--- src/rtl/seg_scan_ctrl_if.sv ---
// Purpose: control inputs and display outputs of the 4-digit 7-segment scanner.
// Latency: none, wires only; timing is defined by seg_scan_ctrl.
// Backpressure: none; load is a fire-and-forget strobe and outputs are free-running.
interface seg_scan_ctrl_if;
    logic        enable;
    logic        load;
    logic [15:0] digits_in;
    logic [3:0]  dp_in;
    logic [3:0]  blink_mask;
    logic [6:0]  seg;
    logic        dp;
    logic [3:0]  an;
    logic        frame_start;

    // Controller side: drives the inputs and observes the display pins.
    modport master (
        output enable, load, digits_in, dp_in, blink_mask,
        input  seg, dp, an, frame_start
    );

    // Scanner side.
    modport slave (
        input  enable, load, digits_in, dp_in, blink_mask,
        output seg, dp, an, frame_start
    );
endinterface

--- src/rtl/seg_scan_ctrl.sv ---
// Purpose: time-multiplexed 4-digit 7-segment driver with blanking, blink and frame-coherent loads.
// Latency: outputs registered one cycle after the FSM state they show; load lands at the next frame.
// Backpressure: none; load is accepted every cycle and the latest value wins.
module seg_scan_ctrl #(
    parameter int SCAN_DIV     = 71429,
    parameter int BLANK_CYCLES = 16,
    parameter int BLINK_DIV    = 50000000
) (
    input  logic            master_clk,
    input  logic            rst,
    seg_scan_ctrl_if.slave  bus
);
    localparam int SCW = $clog2(SCAN_DIV);
    localparam int BKW = $clog2(BLANK_CYCLES + 1);
    localparam int BLW = $clog2(BLINK_DIV);
    localparam logic [SCW-1:0] SCAN_LAST  = SCW'(SCAN_DIV - 1);
    localparam logic [BKW-1:0] BLANK_LAST = BKW'(BLANK_CYCLES - 1);
    localparam logic [BLW-1:0] BLINK_LAST = BLW'(BLINK_DIV - 1);

    typedef enum logic [1:0] {IDLE, DRIVE, BLANK} state_t;

    state_t         state, state_nxt;
    logic [1:0]     idx, idx_nxt;
    logic [SCW-1:0] scan_cnt, scan_nxt;
    logic [BKW-1:0] blank_cnt, blank_nxt;
    logic [BLW-1:0] blink_cnt;
    logic           blink_phase;
    logic [15:0]    shadow_dig, active_dig;
    logic [3:0]     shadow_dp, active_dp;
    logic           xfer;
    logic [3:0]     an_d;
    logic [6:0]     seg_d;
    logic           dp_d;
    logic           frame_start_d;

    function automatic logic [6:0] hex7(input logic [3:0] n);
        case (n)
            4'h0: hex7 = 7'b1000000;
            4'h1: hex7 = 7'b1111001;
            4'h2: hex7 = 7'b0100100;
            4'h3: hex7 = 7'b0110000;
            4'h4: hex7 = 7'b0011001;
            4'h5: hex7 = 7'b0010010;
            4'h6: hex7 = 7'b0000010;
            4'h7: hex7 = 7'b1111000;
            4'h8: hex7 = 7'b0000000;
            4'h9: hex7 = 7'b0010000;
            4'hA: hex7 = 7'b0001000;
            4'hB: hex7 = 7'b0000011;
            4'hC: hex7 = 7'b1000110;
            4'hD: hex7 = 7'b0100001;
            4'hE: hex7 = 7'b0000110;
            default: hex7 = 7'b0001110;
        endcase
    endfunction

    // Next state and counters; a low enable overrides every wrap.
    always_comb begin
        state_nxt = state;
        idx_nxt   = idx;
        scan_nxt  = scan_cnt;
        blank_nxt = blank_cnt;
        if (!bus.enable) begin
            state_nxt = IDLE;
            idx_nxt   = '0;
            scan_nxt  = '0;
            blank_nxt = '0;
        end else begin
            case (state)
                IDLE: begin
                    state_nxt = DRIVE;
                    idx_nxt   = '0;
                    scan_nxt  = '0;
                end
                DRIVE: begin
                    if (scan_cnt == SCAN_LAST) begin
                        state_nxt = BLANK;
                        idx_nxt   = idx + 2'd1;
                        blank_nxt = '0;
                    end else begin
                        scan_nxt = scan_cnt + SCW'(1);
                    end
                end
                BLANK: begin
                    if (blank_cnt == BLANK_LAST) begin
                        state_nxt = DRIVE;
                        scan_nxt  = '0;
                    end else begin
                        blank_nxt = blank_cnt + BKW'(1);
                    end
                end
                default: state_nxt = IDLE;
            endcase
        end
    end

    // Digit 0 slot entry is the only point where a new frame's digits are adopted.
    assign xfer = (state != DRIVE) && (state_nxt == DRIVE) && (idx_nxt == 2'd0);

    // FSM state register.
    always_ff @(posedge master_clk or negedge rst) begin
        if (!rst) begin
            state     <= IDLE;
            idx       <= '0;
            scan_cnt  <= '0;
            blank_cnt <= '0;
        end else begin
            state     <= state_nxt;
            idx       <= idx_nxt;
            scan_cnt  <= scan_nxt;
            blank_cnt <= blank_nxt;
        end
    end

    // Shadow captures loads; active copies the pre-edge shadow, so a same-cycle load waits a frame.
    always_ff @(posedge master_clk or negedge rst) begin
        if (!rst) begin
            shadow_dig <= '0;
            shadow_dp  <= '0;
            active_dig <= '0;
            active_dp  <= '0;
        end else begin
            if (bus.load) begin
                shadow_dig <= bus.digits_in;
                shadow_dp  <= bus.dp_in;
            end
            if (xfer) begin
                active_dig <= shadow_dig;
                active_dp  <= shadow_dp;
            end
        end
    end

    // Free-running blink timebase, independent of enable.
    always_ff @(posedge master_clk or negedge rst) begin
        if (!rst) begin
            blink_cnt   <= '0;
            blink_phase <= 1'b0;
        end else if (blink_cnt == BLINK_LAST) begin
            blink_cnt   <= '0;
            blink_phase <= ~blink_phase;
        end else begin
            blink_cnt <= blink_cnt + BLW'(1);
        end
    end

    // Pin values for the current state; blink only darkens the anode, never the slot timing.
    always_comb begin
        an_d          = 4'b1111;
        seg_d         = 7'h7F;
        dp_d          = 1'b1;
        frame_start_d = 1'b0;
        if (state == DRIVE) begin
            seg_d         = hex7(active_dig[{idx, 2'b00} +: 4]);
            dp_d          = ~active_dp[idx];
            an_d          = (bus.blink_mask[idx] && blink_phase) ? 4'b1111 : ~(4'b0001 << idx);
            frame_start_d = (idx == 2'd0) && (scan_cnt == '0);
        end
    end

    // Output registers, one cycle behind the state.
    always_ff @(posedge master_clk or negedge rst) begin
        if (!rst) begin
            bus.an          <= 4'b1111;
            bus.seg         <= 7'h7F;
            bus.dp          <= 1'b1;
            bus.frame_start <= 1'b0;
        end else begin
            bus.an          <= an_d;
            bus.seg         <= seg_d;
            bus.dp          <= dp_d;
            bus.frame_start <= frame_start_d;
        end
    end
endmodule

--- src/flat_wrapper.sv ---
// flat-port wrapper written by rule: the top's interface ports become plain ports
module seg_scan_ctrl_flat 
#(
    parameter int SCAN_DIV     = 71429,
    parameter int BLANK_CYCLES = 16,
    parameter int BLINK_DIV    = 50000000
)
  (master_clk, rst, bus_enable, bus_load, bus_digits_in, bus_dp_in, bus_blink_mask, bus_seg, bus_dp, bus_an, bus_frame_start);
  seg_scan_ctrl_if bus_i ();
  input  logic master_clk;
  input  logic rst;
  input wire logic [$bits(bus_i.enable)-1:0] bus_enable;
  input wire logic [$bits(bus_i.load)-1:0] bus_load;
  input wire logic [$bits(bus_i.digits_in)-1:0] bus_digits_in;
  input wire logic [$bits(bus_i.dp_in)-1:0] bus_dp_in;
  input wire logic [$bits(bus_i.blink_mask)-1:0] bus_blink_mask;
  output wire logic [$bits(bus_i.seg)-1:0] bus_seg;
  output wire logic [$bits(bus_i.dp)-1:0] bus_dp;
  output wire logic [$bits(bus_i.an)-1:0] bus_an;
  output wire logic [$bits(bus_i.frame_start)-1:0] bus_frame_start;
  assign bus_i.enable = bus_enable;
  assign bus_i.load = bus_load;
  assign bus_i.digits_in = bus_digits_in;
  assign bus_i.dp_in = bus_dp_in;
  assign bus_i.blink_mask = bus_blink_mask;
  assign bus_seg = bus_i.seg;
  assign bus_dp = bus_i.dp;
  assign bus_an = bus_i.an;
  assign bus_frame_start = bus_i.frame_start;
  seg_scan_ctrl #(.SCAN_DIV(SCAN_DIV), .BLANK_CYCLES(BLANK_CYCLES), .BLINK_DIV(BLINK_DIV)) u_core (.master_clk(master_clk), .rst(rst), .bus(bus_i));
endmodule
--- config.mk ---
export PLATFORM = sky130hd
export DESIGN_NAME = seg_scan_ctrl_flat
export DESIGN_NICKNAME = d
export VERILOG_FILES = /design/src/rtl/seg_scan_ctrl_if.sv /design/src/rtl/seg_scan_ctrl.sv /design/src/flat_wrapper.sv
export SDC_FILE = /design/constraint.sdc
export NUM_CORES = 1
export LEC_CHECK = 0
export ABC_CLOCK_PERIOD_IN_PS = 4300
export CORE_UTILIZATION = 40
export CTS_CLUSTER_DIAMETER = 40
export DETAILED_ROUTE_END_ITERATION = 8
export MAX_ROUTING_LAYER = met4
export PLACE_DENSITY = 0.58
export SETUP_SLACK_MARGIN = 0.2
export SYNTH_ARGS = -nofsm -noshare
export SYNTH_HDL_FRONTEND = slang
export SYNTH_SLANG_ARGS = --single-unit
--- constraint.sdc ---
create_clock -name master_clk -period 4.3 [get_ports master_clk]
set_input_delay 0.86 -clock master_clk [delete_from_list [all_inputs] [get_ports master_clk]]
set_output_delay 0.86 -clock master_clk [all_outputs]
set_load 0.01 [all_outputs]
==> qor.yml, run 1 <==
rsz0062_at_grt: "no"
synthesis.area_sq_mm: 0.00517
grt_start_max_net_pins: 70
synthArstFlopShare_pct: 100
firstDrtPassIters: 4
antenna_found_initial: 0
clk_latency_ns: 0.35
cts_setup_buffers: 0
power.density_mw_per_mm2: 400
grt_pass1_wl_um: 16600
synth_top_area_share_pct: 45.5
viasPerCell: 5.18
synth_ff_type: "dfrtp_1"
utilization_pct: 48.0
place_hpwl_um: 6690
yosysTopAreaCell: "dfrtp_1"
max-clock-path-buffers: 2
worst_pin_slew_ns: 1.22
critPathKind: "in2reg"
yosysSeqAreaShare_pct: 51.6
setup_viol: 0
rows: 41
cts_hold_buf: 0
initial_core_util_pct: 41.0
die_height_um: 116
cp_max_fo: 20
hold_class: "reg2reg"
syn_nets: 505
final_cell_count_no_fill: 676
slew_headroom_pct: 18.0
antenna_cells: 0
synth.avg_cell_area_sq_um: 11.3
antenna_left: 0
io_pins: 41
routed_wl_um: 9760
gp_congestion: 0.785
drive_gt1_share_pct: 17.7
routed-via-count: 3502
synth-edff-count: 0
cts_resized: 0
cp.arrival_ns: 3.29
synth-seq-cells: 106
status: "finished clean"
dr.first_iter.drc_count: 162
cts_tree: "yes"
fmax_ghz: 0.327
grt.overflow.total: 0
cts.htree.levels: 3
placed_area_sq_mm: 0.00577
cellLeakagePower_nw: 2.53
wl_per_cell_um: 14.4
drc_errors: 0
critPathRequiredTime_ns: 4.53
grt_pass1_vias: 3308
yosysWarningCount: 0
synth_cell_types: 51
ir_worst_vdd_uv: 359
cts_sinks: 106
grt.total_usage_pct: 16.6
design_area_sq_mm: 0.00605
cts_root_buf: "clkbuf_16"
start_kind: "primary input"
final-max-slew-violation-count: 0
core_area_sq_mm: 0.0126
finalClockSkew_ns: 0.00719
yosys-top-cells-area: "dfrtp_1 (45%), mux2_2 (8.7%), dfstp_2 (6.1%)"
fin_nets: 546
hold_viol: 0
period_share_pct: 71.2
place_inst: 660
end_kind: "flip-flop"
die_w_um: 116
numPortBuffers: 40
syn_inst: 458
finalSetupTns_ns: 0
cts_buffers: 9
area_growth_pct: 17.1
path_clk_slew_ns: 0.07
cap_violations: 0
min_period_ns: 3.06
dieArea_sq_mm: 0.0134
where the power goes:
group / switching (mW) / internal (mW) / leakage, nW
Clock: 0.377 / 0.418 / 0.139
Sequential: 0.0537 / 1.12 / 1.33
Combinational: 0.215 / 0.236 / 1.06
Total: 0.646 / 1.78 / 2.53
per-layer routing:
layer	up-vias	global-route usage (%)	wire, um
met4	0	3.85	37
met5	-	-	0
met1	1721	24.1	5110
li1	1705	-	-
met2	74	23.0	4240
met3	2	4.45	371
cell usage after synthesis (4+ instances only):
cell type / count
xnor2_1: 14
nor3_1: 4
nand2_1: 31
nand2b_1: 5
and3_1: 7
nor4_1: 6
nand3_1: 21
dfstp_2: 12
nand4_1: 16
nor2b_1: 4
mux2_2: 40
and4_1: 5
inv_1: 14
ha_1: 19
a21oi_1: 11
dfrtp_1: 94
nor2_1: 43
mux4_2: 6
o211ai_1: 5
xor2_1: 26
a21boi_0: 5
clkbuf_1: 14
o21ai_0: 14
stage by stage:
stage	power, mW	hold WS (ns)	setup WS (ns)
2_1_floorplan	1.49	0.437	2.01
3_3_place_gp	1.64	0.453	0.962
3_5_place_dp	1.65	0.454	0.897
4_1_cts	2.46	0.466	1.26
5_1_grt	2.56	0.487	1.07
6_report	2.42	0.462	1.24
critical path, cell delays in order:
cell,delay [ns]
clkdlybuf4s50_1,0.81
inv_2,0.22
nor2_1,0.20
o21ai_0,0.15
a2111oi_2,0.35
buf_4,0.33
mux2_2,0.37
cell type report:
class,count,area [sq um]
Tap cell,172,215
Fill cell,1184,6570
Multi-Input combinational cell,319,2370
Inverter,15,56.3
Timing Repair Buffer,48,458
Clock inverter,5,45.0
Clock buffer,11,243
Sequential cell,106,2670
cells in the final DEF, fill, tap and decap left out, drive strengths merged, types with 2 or more instances in the layout:
master / n
nand2: 31
o32ai: 3
nand3b: 3
nor3: 4
o211ai: 6
mux2: 41
dfrtp: 94
a211oi: 2
nor4: 6
clkdlybuf4s50: 39
nand3: 21
and3: 7
nor2b: 4
ha: 19
xor2: 26
dfstp: 12
and4: 5
buf: 9
nand4b: 2
inv: 18
and2: 3
a21oi: 12
mux4: 6
o21ai: 15
or4: 3
a21boi: 5
nor2: 43
nor3b: 2
o21a: 2
o22ai: 2
nand4: 16
nor4b: 2
nand2b: 5
xnor2: 14
clkbuf: 11
final timing paths:
path                            slack [ns]           startpoint  cells after the start              endpoint
worst max-delay path                  1.24           bus_enable                      7  u_core.active_dig[1]
worst min-delay path                  0.46   u_core.blink_phase                      1    u_core.blink_phase
worst max register to register        1.41  u_core.blank_cnt[0]                      8   u_core.scan_cnt[16]
worst min register to register        0.46   u_core.blink_phase                      1    u_core.blink_phase
max in group asynchronous             2.77                  rst                      2     u_core.bus.seg[0]
min in group asynchronous             0.60                  rst                      1   u_core.scan_cnt[13]
flip-flops by register name, summed over array words and instances, names as in the netlist:
| register | flops |
|---|---|
| u_core.scan_cnt | 17 |
| u_core.blank_cnt | 5 |
| u_core.bus.an | 4 |
| u_core.blink_cnt | 26 |
| u_core.bus.dp | 1 |
| u_core.state | 2 |
| u_core.blink_phase | 1 |
| u_core.active_dig | 16 |
| u_core.active_dp | 4 |
| u_core.shadow_dig | 16 |
| u_core.bus.frame_start | 1 |
| u_core.shadow_dp | 4 |
| u_core.bus.seg | 7 |
| u_core.idx | 2 |
kinds of logic after synthesis:
group           count (synthesis)  synth area share, %
compound gates                 52                 6.48
fa+ha+maj                      19                 4.60
buf+inv                        33                 2.73
xor+xnor                       40                 6.77
simple gates                  160                 16.1
flops                         106                 51.6
mux                            48                 11.7
(Power assumes the default switching activity.)
==> run 2, diff against run 1 <==
--- a/config.mk
+++ b/config.mk
@@ -5,7 +5,7 @@
 export SDC_FILE = /design/constraint.sdc
 export NUM_CORES = 1
 export LEC_CHECK = 0
-export ABC_CLOCK_PERIOD_IN_PS = 4300
+export ABC_CLOCK_PERIOD_IN_PS = 3100
 export CORE_UTILIZATION = 40
 export CTS_CLUSTER_DIAMETER = 40
 export DETAILED_ROUTE_END_ITERATION = 8
==> constraint.sdc (replaced) <==
create_clock -name master_clk -period 3.1 [get_ports master_clk]
set_input_delay 0.62 -clock master_clk [delete_from_list [all_inputs] [get_ports master_clk]]
set_output_delay 0.62 -clock master_clk [all_outputs]
set_load 0.01 [all_outputs]
==> qor.yml, run 2 (synthesis results as in run 1) <==
status: "finished clean"
drive_gt1_share_pct: 18.3  # +0.65 points
top_regs: "u_core.blink_cnt (26), u_core.scan_cnt (17)"
cts.htree.levels: 3  # unchanged
setup_viol: 0  # unchanged
slowest_stage: "dfrtp_1"
cts_tree: "yes"
slew_headroom_pct: 52.7  # +35 points
end_kind: "flip-flop"
timing.critical_path.from: "u_core.blank_cnt[0]"
cellLeakagePower_nw: 2.57  # +1.4%
rsz0062_at_grt: "no"
ir_worst_vdd_uv: 350  # -2.6%
dieArea_sq_mm: 0.0134  # unchanged
cp_max_fo: 20  # unchanged
routed-via-count: 3488  # -0.40%
initial_core_util_pct: 41.0  # unchanged
hold_class: "in2async"
wl_per_cell_um: 14.5  # +0.67%
start_kind: "flip-flop"
finalClockSkew_ns: 0.0128  # +0.00563 ns
critPathKind: "reg2reg"
period_share_pct: 78.7
cp.arrival_ns: 2.67  # -0.62 ns
cts_hold_buf: 0  # unchanged
antenna_left: 0  # unchanged
largest_reg_flops: 26  # unchanged
area_growth_pct: 18.1
regMostFlops: "u_core.blink_cnt"
r2r-start: "u_core.blank_cnt[0]"
worst_path_most_repeated_cell: "ha_1"
cts_buffers: 9  # unchanged
antenna_cells: 0  # unchanged
grt_pass1_vias: 3428  # +3.6%
dr.first_iter.drc_count: 215  # +33%
rows: 41  # unchanged
die_w_um: 116  # unchanged
final_cell_mix: "dfrtp_1 (94), nor2_1 (43), mux2_2 (40)"
cap_violations: 0  # unchanged
routed_wl_um: 9880  # +1.3%
crit_path_max_incr_delay_ns: 0.43  # -0.38 ns
firstDrtPassIters: 4  # unchanged
die_height_um: 116  # unchanged
hold_viol: 0  # unchanged
worst_pin_slew_ns: 0.701  # -0.517 ns
cts_setup_buffers: 0  # unchanged
drc_errors: 0  # unchanged
path_cells: "ha_1 -> and3_1 -> ha_1 -> o21a_1 -> o21ai_0 -> a2111oi_2 -> buf_4 -> mux2_2"
grt_start_max_net_pins: 63  # -10%
gp_congestion: 0.785  # about the same
timing.final.ws_setup_ns: 0.660  # -0.579 ns
io_pins: 41  # unchanged
power.density_mw_per_mm2: 560  # +40%
final-max-slew-violation-count: 0  # unchanged
grt.overflow.total: 0  # unchanged
core_area_sq_mm: 0.0126  # unchanged
cts_sinks: 106  # unchanged
cts_root_buf: "clkbuf_16"
min_period_ns: 2.44
fin_nets: 550  # +0.73%
dp_slack_ns: 0.439  # -0.459 ns
numPortBuffers: 40  # unchanged
grt_pass1_wl_um: 17100  # +2.9%
place_hpwl_um: 6840  # +2.2%
cts_resized: 0  # unchanged
max-clock-path-buffers: 2  # unchanged
power_mw: 3.42  # +41%
final_common_cell: "dfrtp_1"
clk_latency_ns: 0.35  # about the same
viasPerCell: 5.13  # -0.99%
path_clk_slew_ns: 0.07  # about the same
grt.total_usage_pct: 17.1  # +0.47 points
finalSetupTns_ns: 0  # unchanged
antenna_found_initial: 0  # unchanged
whs_ns: 0.273  # -0.189 ns
reg2reg_slack_ns: 0.66  # -0.75 ns
critPathRequiredTime_ns: 3.33  # -1.20 ns
fmax_ghz: 0.410
r2r_end: "u_core.active_dp[3]"
utilization_pct: 48.4  # +0.45 points
r2r_cells: 8  # unchanged
==> run 2: cell types whose count changed in the layout (fill, tap and decap cells not counted), sizes merged <==
cell | before | now
buf | 9 | 13
bufinv | 0 | 1
clkbuf | 11 | 10
clkinv | 1 | 2
clkinvlp | 1 | 0
==> run 2: how the worst max path moves through the flow <==
stage / endpoint / slack, ns / depth (start not counted)
2_1_floorplan: u_core.blank_cnt[0] / 0.88 / 7
3_3_place_gp: u_core.active_dig[5] / 0.43 / 7
3_5_place_dp: u_core.active_dig[6] / 0.44 / 7
4_1_cts: u_core.active_dig[3] / 0.68 / 8
5_1_grt: u_core.active_dig[12] / 0.47 / 8
6_report: u_core.active_dp[3] / 0.66 / 8
==> run 2: through the flow <==
step	cell area (sq um)	cells
2_1_floorplan	5170	458
3_3_place_gp	5810	664
3_5_place_dp	5810	664
4_1_cts	6110	680
5_1_grt	6110	680
6_report	6110	680
==> run 2: layout make-up <==
class | instances | area (sq um)
multi-input cells | 319 | 2370
clock inverters | 6 | 72.6
flip-flops and latches | 106 | 2670
clock buffers | 10 | 229
fillers | 1195 | 6510
repair buffers | 52 | 500
well taps | 172 | 215
inverters | 15 | 56.3
==> run 2: critical path, delay by kind of cell (launching register included) <==
family	cells	cell delay, ns
multiplexers	1	0.37
AND/OR/NAND/NOR	1	0.16
buffers and inverters	1	0.33
adder cells (fa/ha/maj)	2	0.41
AO/OA/AOI/OAI	3	0.61
flip-flops	1	0.43
==> run 2: where the power goes <==
part	total (mW)	leakage, nW	internal (mW)	switching, mW
combinational	0.631	1.09	0.332	0.300
clock	1.16	0.149	0.638	0.519
sequential	1.63	1.33	1.56	0.0752
total	3.42	2.57	2.53	0.894
==> run 2: routing by layer <==
metal / global-route usage [%] / share of wire, % / up-vias
met2: 24.6 / 45 / 50
met1: 23.4 / 51 / 1723
met5: - / 0 / -
li1: - / - / 1710
met3: 4.65 / 3.3 / 5
met4: 5.13 / 0.49 / 0
==> run 3, diff against run 2 <==
--- a/config.mk
+++ b/config.mk
@@ -5,12 +5,12 @@
 export SDC_FILE = /design/constraint.sdc
 export NUM_CORES = 1
 export LEC_CHECK = 0
-export ABC_CLOCK_PERIOD_IN_PS = 3100
+export ABC_CLOCK_PERIOD_IN_PS = 2050
 export CORE_UTILIZATION = 40
 export CTS_CLUSTER_DIAMETER = 40
 export DETAILED_ROUTE_END_ITERATION = 8
 export MAX_ROUTING_LAYER = met4
-export PLACE_DENSITY = 0.58
+export PLACE_DENSITY = 0.61
 export SETUP_SLACK_MARGIN = 0.2
 export SYNTH_ARGS = -nofsm -noshare
 export SYNTH_HDL_FRONTEND = slang
==> constraint.sdc (replaced) <==
create_clock -name master_clk -period 2.05 [get_ports master_clk]
set_input_delay 0.41 -clock master_clk [delete_from_list [all_inputs] [get_ports master_clk]]
set_output_delay 0.41 -clock master_clk [all_outputs]
set_load 0.01 [all_outputs]
==> qor.yml, run 3 (synthesis results as in run 1) <==
hold_class: "reg2reg"
cp.arrival_ns: 2.31  # -0.36 ns
setup_viol: 8  # +8
grt_pass1_vias: 3710  # +8.2%
status: "finished with violations"
wl_per_cell_um: 15.4  # +5.8%
critPathRequiredTime_ns: 2.27  # -1.06 ns
start_kind: "flip-flop"
power_mw: 5.53  # +62%
r2r-start: "u_core.scan_cnt[5]"
fmax_ghz: 0.478  # +17%
r2r_cells: 5  # -3
multiInputGateArea_sq_mm: 0.00276  # +17%
place_inst: 690  # +3.9%
switching_share_pct: 27.6  # +1.5 points
period_share_pct: 102  # +23 points
gp_congestion: 0.882  # +12%
io_pins: 41  # unchanged
reg2reg_slack_ns: -0.04  # -0.70 ns
rsz0062_at_grt: "yes"
placed_area_sq_mm: 0.00615  # +5.8%
die_height_um: 116  # unchanged
hold_start: "u_core.blink_phase"
cp_max_fo: 8  # -60%
final_cell_mix: "dfrtp_1 (92), buf_4 (42), nor2_1 (41)"
dp_slack_ns: -0.157  # -0.595 ns
end_kind: "flip-flop"
place_hpwl_um: 7300  # +6.7%
dr.first_iter.drc_count: 198  # -7.9%
cap_violations: 0  # unchanged
cts_tree: "yes"
p_int_mw: 4.00  # +58%
cts_buffers: 9  # unchanged
drive_gt1_share_pct: 33.0  # +15 points
critPathKind: "reg2reg"
die_w_um: 116  # unchanged
final_common_cell: "dfrtp_1"
core_area_sq_mm: 0.0126  # unchanged
path_clk_slew_ns: 0.07  # about the same
finalClockSkew_ns: 0.00526  # -0.00756 ns
grt.overflow.total: 0  # unchanged
grt_start_max_net_pins: 61  # -3.2%
viasPerCell: 5.18  # +0.90%
drc_errors: 0  # unchanged
regArea_sq_mm: 0.00267  # about the same
fin_nets: 599  # +8.9%
cts.htree.levels: 3  # unchanged
violations: "setup timing"
grt.total_usage_pct: 18.6  # +1.5 points
fillerInstances: 1110  # -7.1%
max-clock-path-buffers: 2  # unchanged
antenna_cells: 0  # unchanged
routed-via-count: 3773  # +8.2%
power.density_mw_per_mm2: 797  # +42%
routed_wl_um: 11200  # +13%
design_area_sq_mm: 0.00693  # +13%
antenna_found_initial: 0  # unchanged
ir_worst_vdd_uv: 420  # +20%
numPortBuffers: 40  # unchanged
min_period_ns: 2.09  # -0.350 ns
timing.final.ws_setup_ns: -0.0406  # -0.700 ns
combPwrFrac_pct: 25.1  # +6.6 points
clk_latency_ns: 0.35  # about the same
whs_ns: 0.466  # +0.193 ns
r2r_end: "u_core.blank_cnt[0]"
final-max-slew-violation-count: 0  # unchanged
dieArea_sq_mm: 0.0134  # unchanged
grt_pass1_wl_um: 18600  # +8.8%
firstDrtPassIters: 4  # unchanged
utilization_pct: 54.9  # +6.5 points
final_cell_count_no_fill: 729  # +7.2%
cts_sinks: 106  # unchanged
area_growth_pct: 34.0
cellLeakagePower_nw: 2.92  # +14%
worst_pin_slew_ns: 0.413  # -0.289 ns
regMostFlops: "u_core.blink_cnt"
hold_end: "u_core.blink_phase"
clockPowerShare_pct: 29.5  # -4.3 points
rows: 41  # unchanged
finalSetupTns_ns: -0.0788  # -0.0788 ns
p_switching_mw: 1.53  # +71%
cts_root_buf: "clkbuf_16"
initial_core_util_pct: 41.0  # unchanged
hold_viol: 0  # unchanged
largest_reg_flops: 26  # unchanged
top_regs: "u_core.blink_cnt (26), u_core.scan_cnt (17)"
slew_headroom_pct: 72.3  # +20 points
p_seq_share_pct: 45.4  # -2.3 points
hold_depth: 1
antenna_left: 0  # unchanged
run 3: cell count changes in the layout (fill, tap and decap cells not counted), moves of 5 or more:
| cell | before | now |
|---|---|---|
| a21oi_1 | 11 | 6 |
| a21oi_2 | 1 | 6 |
| buf_4 | 12 | 42 |
| buf_6 | 0 | 15 |
| clkdlybuf4s50_1 | 39 | 32 |
| ha_1 | 19 | 11 |
| mux2_2 | 40 | 20 |
| mux2_4 | 0 | 21 |
| o21ai_0 | 14 | 6 |
run 3: power groups by stage:
stage | registers, mW | clock network [mW] | logic (mW)
6_report | 2.51 | 1.63 | 1.39
5_1_grt | 2.54 | 1.77 | 1.51
4_1_cts | 2.50 | 1.68 | 1.16
3_5_place_dp | 2.53 | 0 | 1.09
3_3_place_gp | 2.53 | 0 | 1.06
2_1_floorplan | 2.50 | 0 | 0.721
run 3: what timing repair did:
item                                    4_1_cts  5_1_grt
endpoints found under the setup margin       57       56
endpoints found under the hold margin        17        0
gates resized for setup                      31       53
pin swaps                                    17       32
hold buffers                                  1        0
cloned                                        1        1
buffers inserted                             10       10
run 3: cell type report:
| cell class | instances | area share [%] |
|---|---|---|
| clock buffer | 13 | 3.61 |
| sequential | 106 | 38.5 |
| timing repair buffer | 100 | 13.7 |
| inverter | 15 | 0.885 |
| multi-input combinational | 320 | 39.9 |
| tap | 172 | 3.11 |
| clock inverter | 3 | 0.325 |
run 3: metal layers:
metal  share of wire, %  GRT usage [%]  wire length [um]
met1                 47           24.7              5290
met5                  0              -                 0
met2                 48           28.2              5370
met3                2.7           2.93               306
met4                2.1           8.12               235
run 3: critical path: stages (launching register included):
cell,delay [ns]
dfrtp_1,0.38
or4_4,0.54
or4_4,0.59
and2_4,0.22
o211ai_2,0.13
o211ai_1,0.11
run 3: how the worst max path moves through the flow:
stage,start,cells after the start,slack [ns],end
finish,u_core.scan_cnt[5],5,-0.04,u_core.blank_cnt[0]
global placement,bus_enable,7,-0.13,u_core.active_dig[10]
floorplan,u_core.scan_cnt[5],7,-0.14,u_core.blank_cnt[0]
global route,u_core.scan_cnt[6],5,-0.12,u_core.blank_cnt[0]
detailed placement,bus_enable,7,-0.16,u_core.active_dig[8]
CTS,u_core.scan_cnt[15],5,-0.04,u_core.blank_cnt[0]
==> patch 1: new RTL, flow settings as in run 2 <==
Re-encode `state_t` (3 states) as one-hot, 3 bits wide.
--- a/src/rtl/seg_scan_ctrl.sv
+++ b/src/rtl/seg_scan_ctrl.sv
@@ -17,7 +17,7 @@
     localparam logic [BKW-1:0] BLANK_LAST = BKW'(BLANK_CYCLES - 1);
     localparam logic [BLW-1:0] BLINK_LAST = BLW'(BLINK_DIV - 1);
 
-    typedef enum logic [1:0] {IDLE, DRIVE, BLANK} state_t;
+    typedef enum logic [2:0] {IDLE = 3'b001, DRIVE = 3'b010, BLANK = 3'b100} state_t;
 
     state_t         state, state_nxt;
     logic [1:0]     idx, idx_nxt;
Formal check against the unedited RTL: no difference found for any inputs over 10 cycles, from zero or initial values and one cycle with rst low; not proved beyond that.
==> patch 1 against run 2 <==
  * Power increased by 7.3%
  * Global-route usage increased by 0.28 points
  * Final area decreased by 2.2%
  * Hold slack got worse by 0.097 ns
  * Sequential cell count increased by 1
  * Largest cell class unchanged
  * First-iteration DRC count increased by 12%
  * Worst setup slack improved by 0.20 ns
  * Largest power group unchanged
  * Wire length increased by 0.58%
  * Synthesized area decreased by 1.7%
  * Utilization increased by 0.51 points
==> patch 1: results (changes against run 2) <==
Outcome
  – Outcome: complete, no violations (unchanged)

Finish
  – Layout cells sized above 1: 19.7% (was 18.3%)
  – Number of nets in the finished design: 525 (was 550)
  – Leading registers by flop count: u_core.blink_cnt (26), u_core.scan_cnt (17) (unchanged)
  – Filler cells: 1,165 (was 1,195)

Placed design
  – Routability cong.: 0.820 (was 0.785)
  – Pre-CTS setup slack: 0.867 ns (was 0.439 ns)

Detailed routing
  – Post-detailed-route via-to-cell ratio: 5.16 (was 5.13)
  – Count of routing violations after the opening detailed-route iteration: 240 (was 215)
  – Detailed-routing wirelength on met1: 4810 um (was 5020 um)
  – Met3 wire length: 367 um (was 326 um)
  – Routed length on met2: 4620 um (was 4480 um)

GRT
  – Wire length of the first global-routing pass: 17,000 um (was 17,100 um)
  – Grt met1 use: 22.8% (was 23.4%)
  – Global routing usage summed across all routing layers: 17.3% (was 17.1%)
  – Global-route met2 utilization: 26.3% (was 24.6%)
  – Met3 GRT Util: 4.80% (was 4.65%)
  – Maximum number of pins on one net before global-route repair: 83 (was 63)

Setup path
  – Slowest stage delay, CP: 0.62 ns (was 0.43 ns)
  – Peak fanout along the critical path: 5 (was 20)
  – Data arrival time of the worst path: 2.49 ns (was 2.67 ns)
  – Logic depth of the worst register-to-register path: 6 (was 8)
  – Start point of the critical path: u_core.idx[0]$_DFF_PN0_ (was u_core.blank_cnt[0]$_DFFE_PN0P_)
  – Library cell contributing the largest single delay on the critical path: sky130_fd_sc_hd__mux4_2 (was sky130_fd_sc_hd__dfrtp_1)
  – Top cell family by delay on the critical path: multiplexers (was compound AO/OA/AOI/OAI gates)
  – Endpoint of the most critical register-to-register path: u_core.bus.seg[3]$_DFF_PN1_ (was u_core.active_dp[3]$_DFFE_PN0P_)

Synth
  – Post-synthesis sequential area ratio: 53.0% (was 51.6%)
  – Most used standard cells in the synthesized netlist: 94 x sky130_fd_sc_hd__dfrtp_1, 41 x sky130_fd_sc_hd__mux2_2, 39 x sky130_fd_sc_hd__nor2_1 (was 94 x sky130_fd_sc_hd__dfrtp_1, 43 x sky130_fd_sc_hd__nor2_1, 40 x sky130_fd_sc_hd__mux2_2)
  – Top post-synthesis cells by area: sky130_fd_sc_hd__dfrtp_1 46%, sky130_fd_sc_hd__mux2_2 9.1%, sky130_fd_sc_hd__dfstp_2 6.7% (was sky130_fd_sc_hd__dfrtp_1 45%, sky130_fd_sc_hd__mux2_2 8.7%, sky130_fd_sc_hd__dfstp_2 6.1%)
  – Number of unique standard cell types used by synthesis: 52 (was 51)

Timing
  – Worst clock skew: 0.00883 ns (was 0.0128 ns)
  – Shortest clock period the worst path allows after layout: 2.24 ns (was 2.44 ns)
  – Final hold slack: 0.176 ns (was 0.273 ns)

CTS
  – Clock H-tree levels: 3 (unchanged)

Power and ir drop
  – Leakage power: 2.53 nW (was 2.57 nW)
  – IR drop worst, VDD: 335 uV (was 350 uV)
[patch 1: layout make-up]
type                       count  area share [%]
tap                          168            3.52
multi-input combinational    305            38.0
timing repair buffer          48            7.87
inverter                      11           0.691
clock buffer                  10            4.00
sequential                   107            45.1
clock inverter                 6           0.858
[patch 1: kinds of logic (layout without fill, tap and decap cells)]
| kind of cell | Yosys count | count (layout) | synth area share (%) |
|---|---|---|---|
| compound gates | 41 | 41 | 5.14 |
| xor+xnor | 34 | 34 | 5.86 |
| fa+ha+maj | 15 | 15 | 3.69 |
| buf+inv | 28 | 75 | 2.36 |
| flops | 107 | 107 | 53.0 |
| mux | 50 | 50 | 12.3 |
| simple gates | 165 | 165 | 17.6 |
[patch 1: metrics by stage]
step	cells	cell area [um2]
global route	655	5980
detailed placement	639	5690
CTS	655	5980
floorplan	440	5080
global placement	639	5690
finish	655	5980
[patch 1: report_power, final]
part / switching [mW] / internal, mW
Sequential: 0.105 / 1.62
Combinational: 0.402 / 0.413
Clock: 0.551 / 0.582
==> patch 2: new RTL, settings of run 2 <==
Made on the original files. `SCAN_DIV` is set to 71429 in 2 places; all go to 35714.
--- a/src/rtl/seg_scan_ctrl.sv
+++ b/src/rtl/seg_scan_ctrl.sv
@@ -2,7 +2,7 @@
 // Latency: outputs registered one cycle after the FSM state they show; load lands at the next frame.
 // Backpressure: none; load is accepted every cycle and the latest value wins.
 module seg_scan_ctrl #(
-    parameter int SCAN_DIV     = 71429,
+    parameter int SCAN_DIV     = 35714,
     parameter int BLANK_CYCLES = 16,
     parameter int BLINK_DIV    = 50000000
 ) (
--- a/src/flat_wrapper.sv
+++ b/src/flat_wrapper.sv
@@ -1,7 +1,7 @@
 // flat-port wrapper written by rule: the top's interface ports become plain ports
 module seg_scan_ctrl_flat 
 #(
-    parameter int SCAN_DIV     = 71429,
+    parameter int SCAN_DIV     = 35714,
     parameter int BLANK_CYCLES = 16,
     parameter int BLINK_DIV    = 50000000
 )
Behaviour: no difference found for any inputs over 10 cycles, from zero or initial values and one cycle with rst low; that may be too few to reach the edited logic, so the function may still have changed.
==> patch 2 against run 2 <==
  * Utilization fell by 0.33 points
  * Sequential cell count fell by 1
  * Worst setup slack improved by 0.035 ns
  * Final area fell by 1.1%
  * Highest routed layer unchanged
  * Wire length fell by 0.10%
  * Power fell by 4.1%
  * Synthesized area fell by 0.34%
==> patch 2: results (changes against run 2) <==
Outcome
  – Outcome: complete, no violations (unchanged)

Finish
  – Register Area: 0.00264 mm2 (was 0.00267 mm2)
  – Filler cells: 1,174 (was 1,195)
  – Layout cells sized above 1: 18.8% (was 18.3%)
  – Number of multi-input combinational cells in the layout: 306 (was 319)
  – Number of nets in the finished design: 533 (was 550)
  – Util after Layout: 48.1% (was 48.4%)
  – Multi-input gate area in the final layout: 0.00237 mm2 (about the same)

Synth
  – Top post-synthesis cells by area: sky130_fd_sc_hd__dfrtp_1 45%, sky130_fd_sc_hd__mux2_2 8.7%, sky130_fd_sc_hd__dfstp_2 6.1% (unchanged)
  – Most used standard cells in the synthesized netlist: 93 x sky130_fd_sc_hd__dfrtp_1, 40 x sky130_fd_sc_hd__mux2_2, 34 x sky130_fd_sc_hd__nor2_1 (was 94 x sky130_fd_sc_hd__dfrtp_1, 43 x sky130_fd_sc_hd__nor2_1, 40 x sky130_fd_sc_hd__mux2_2)
  – Post-synthesis register bit count: 105 (was 106)
  – Multiplexer fraction of the synthesized cell area: 12.7% (was 11.7%)

Detailed routing
  – Detailed-routing wirelength on met1: 4630 um (was 5020 um)
  – Post-detailed-route via-to-cell ratio: 5.22 (was 5.13)
  – Count of routing violations after the opening detailed-route iteration: 177 (was 215)

Placed design
  – Placed cell areas: 0.00576 mm2 (was 0.00581 mm2)
  – Routability cong.: 0.817 (was 0.785)
  – Detailed placer's ending HPWL: 6960 um (was 6840 um)

Power and ir drop
  – IR drop worst, VDD: 316 uV (was 350 uV)

Timing
  – Shortest clock period the worst path allows after layout: 2.41 ns (was 2.44 ns)
  – Worst slew pin tran: 0.654 ns (was 0.701 ns)
  – Final hold slack: 0.270 ns (was 0.273 ns)

Setup path
  – Setup slack of the most critical reg-to-reg path: 0.69 ns (was 0.66 ns)
  – Logic depth of the worst register-to-register path: 7 (was 8)
  – Top cell family by delay on the critical path: simple AND/OR/NAND/NOR gates (was compound AO/OA/AOI/OAI gates)
  – Slowest stage delay, CP: 0.39 ns (was 0.43 ns)
==> patch 2: cell count changes after synthesis, moves of 4 or more <==
| cell | before | now |
|---|---|---|
| sky130_fd_sc_hd__clkbuf_1 | 14 | 10 |
| sky130_fd_sc_hd__mux2i_1 | 1 | 6 |
| sky130_fd_sc_hd__a21oi_1 | 11 | 7 |
| sky130_fd_sc_hd__o211ai_1 | 5 | 1 |
| sky130_fd_sc_hd__xnor2_1 | 14 | 9 |
| sky130_fd_sc_hd__buf_2 | 2 | 7 |
| sky130_fd_sc_hd__nor2_1 | 43 | 34 |
==> patch 2: power by group through the flow <==
| stage | Clock, mW | Combinational [mW] | Sequential, mW |
|---|---|---|---|
| after global placement | 0 | 0.556 | 1.63 |
| after detailed placement | 0 | 0.572 | 1.64 |
| after global routing | 1.21 | 0.631 | 1.63 |
| after CTS | 1.15 | 0.573 | 1.61 |
| final | 1.11 | 0.565 | 1.61 |
| after floorplan | 0 | 0.360 | 1.62 |
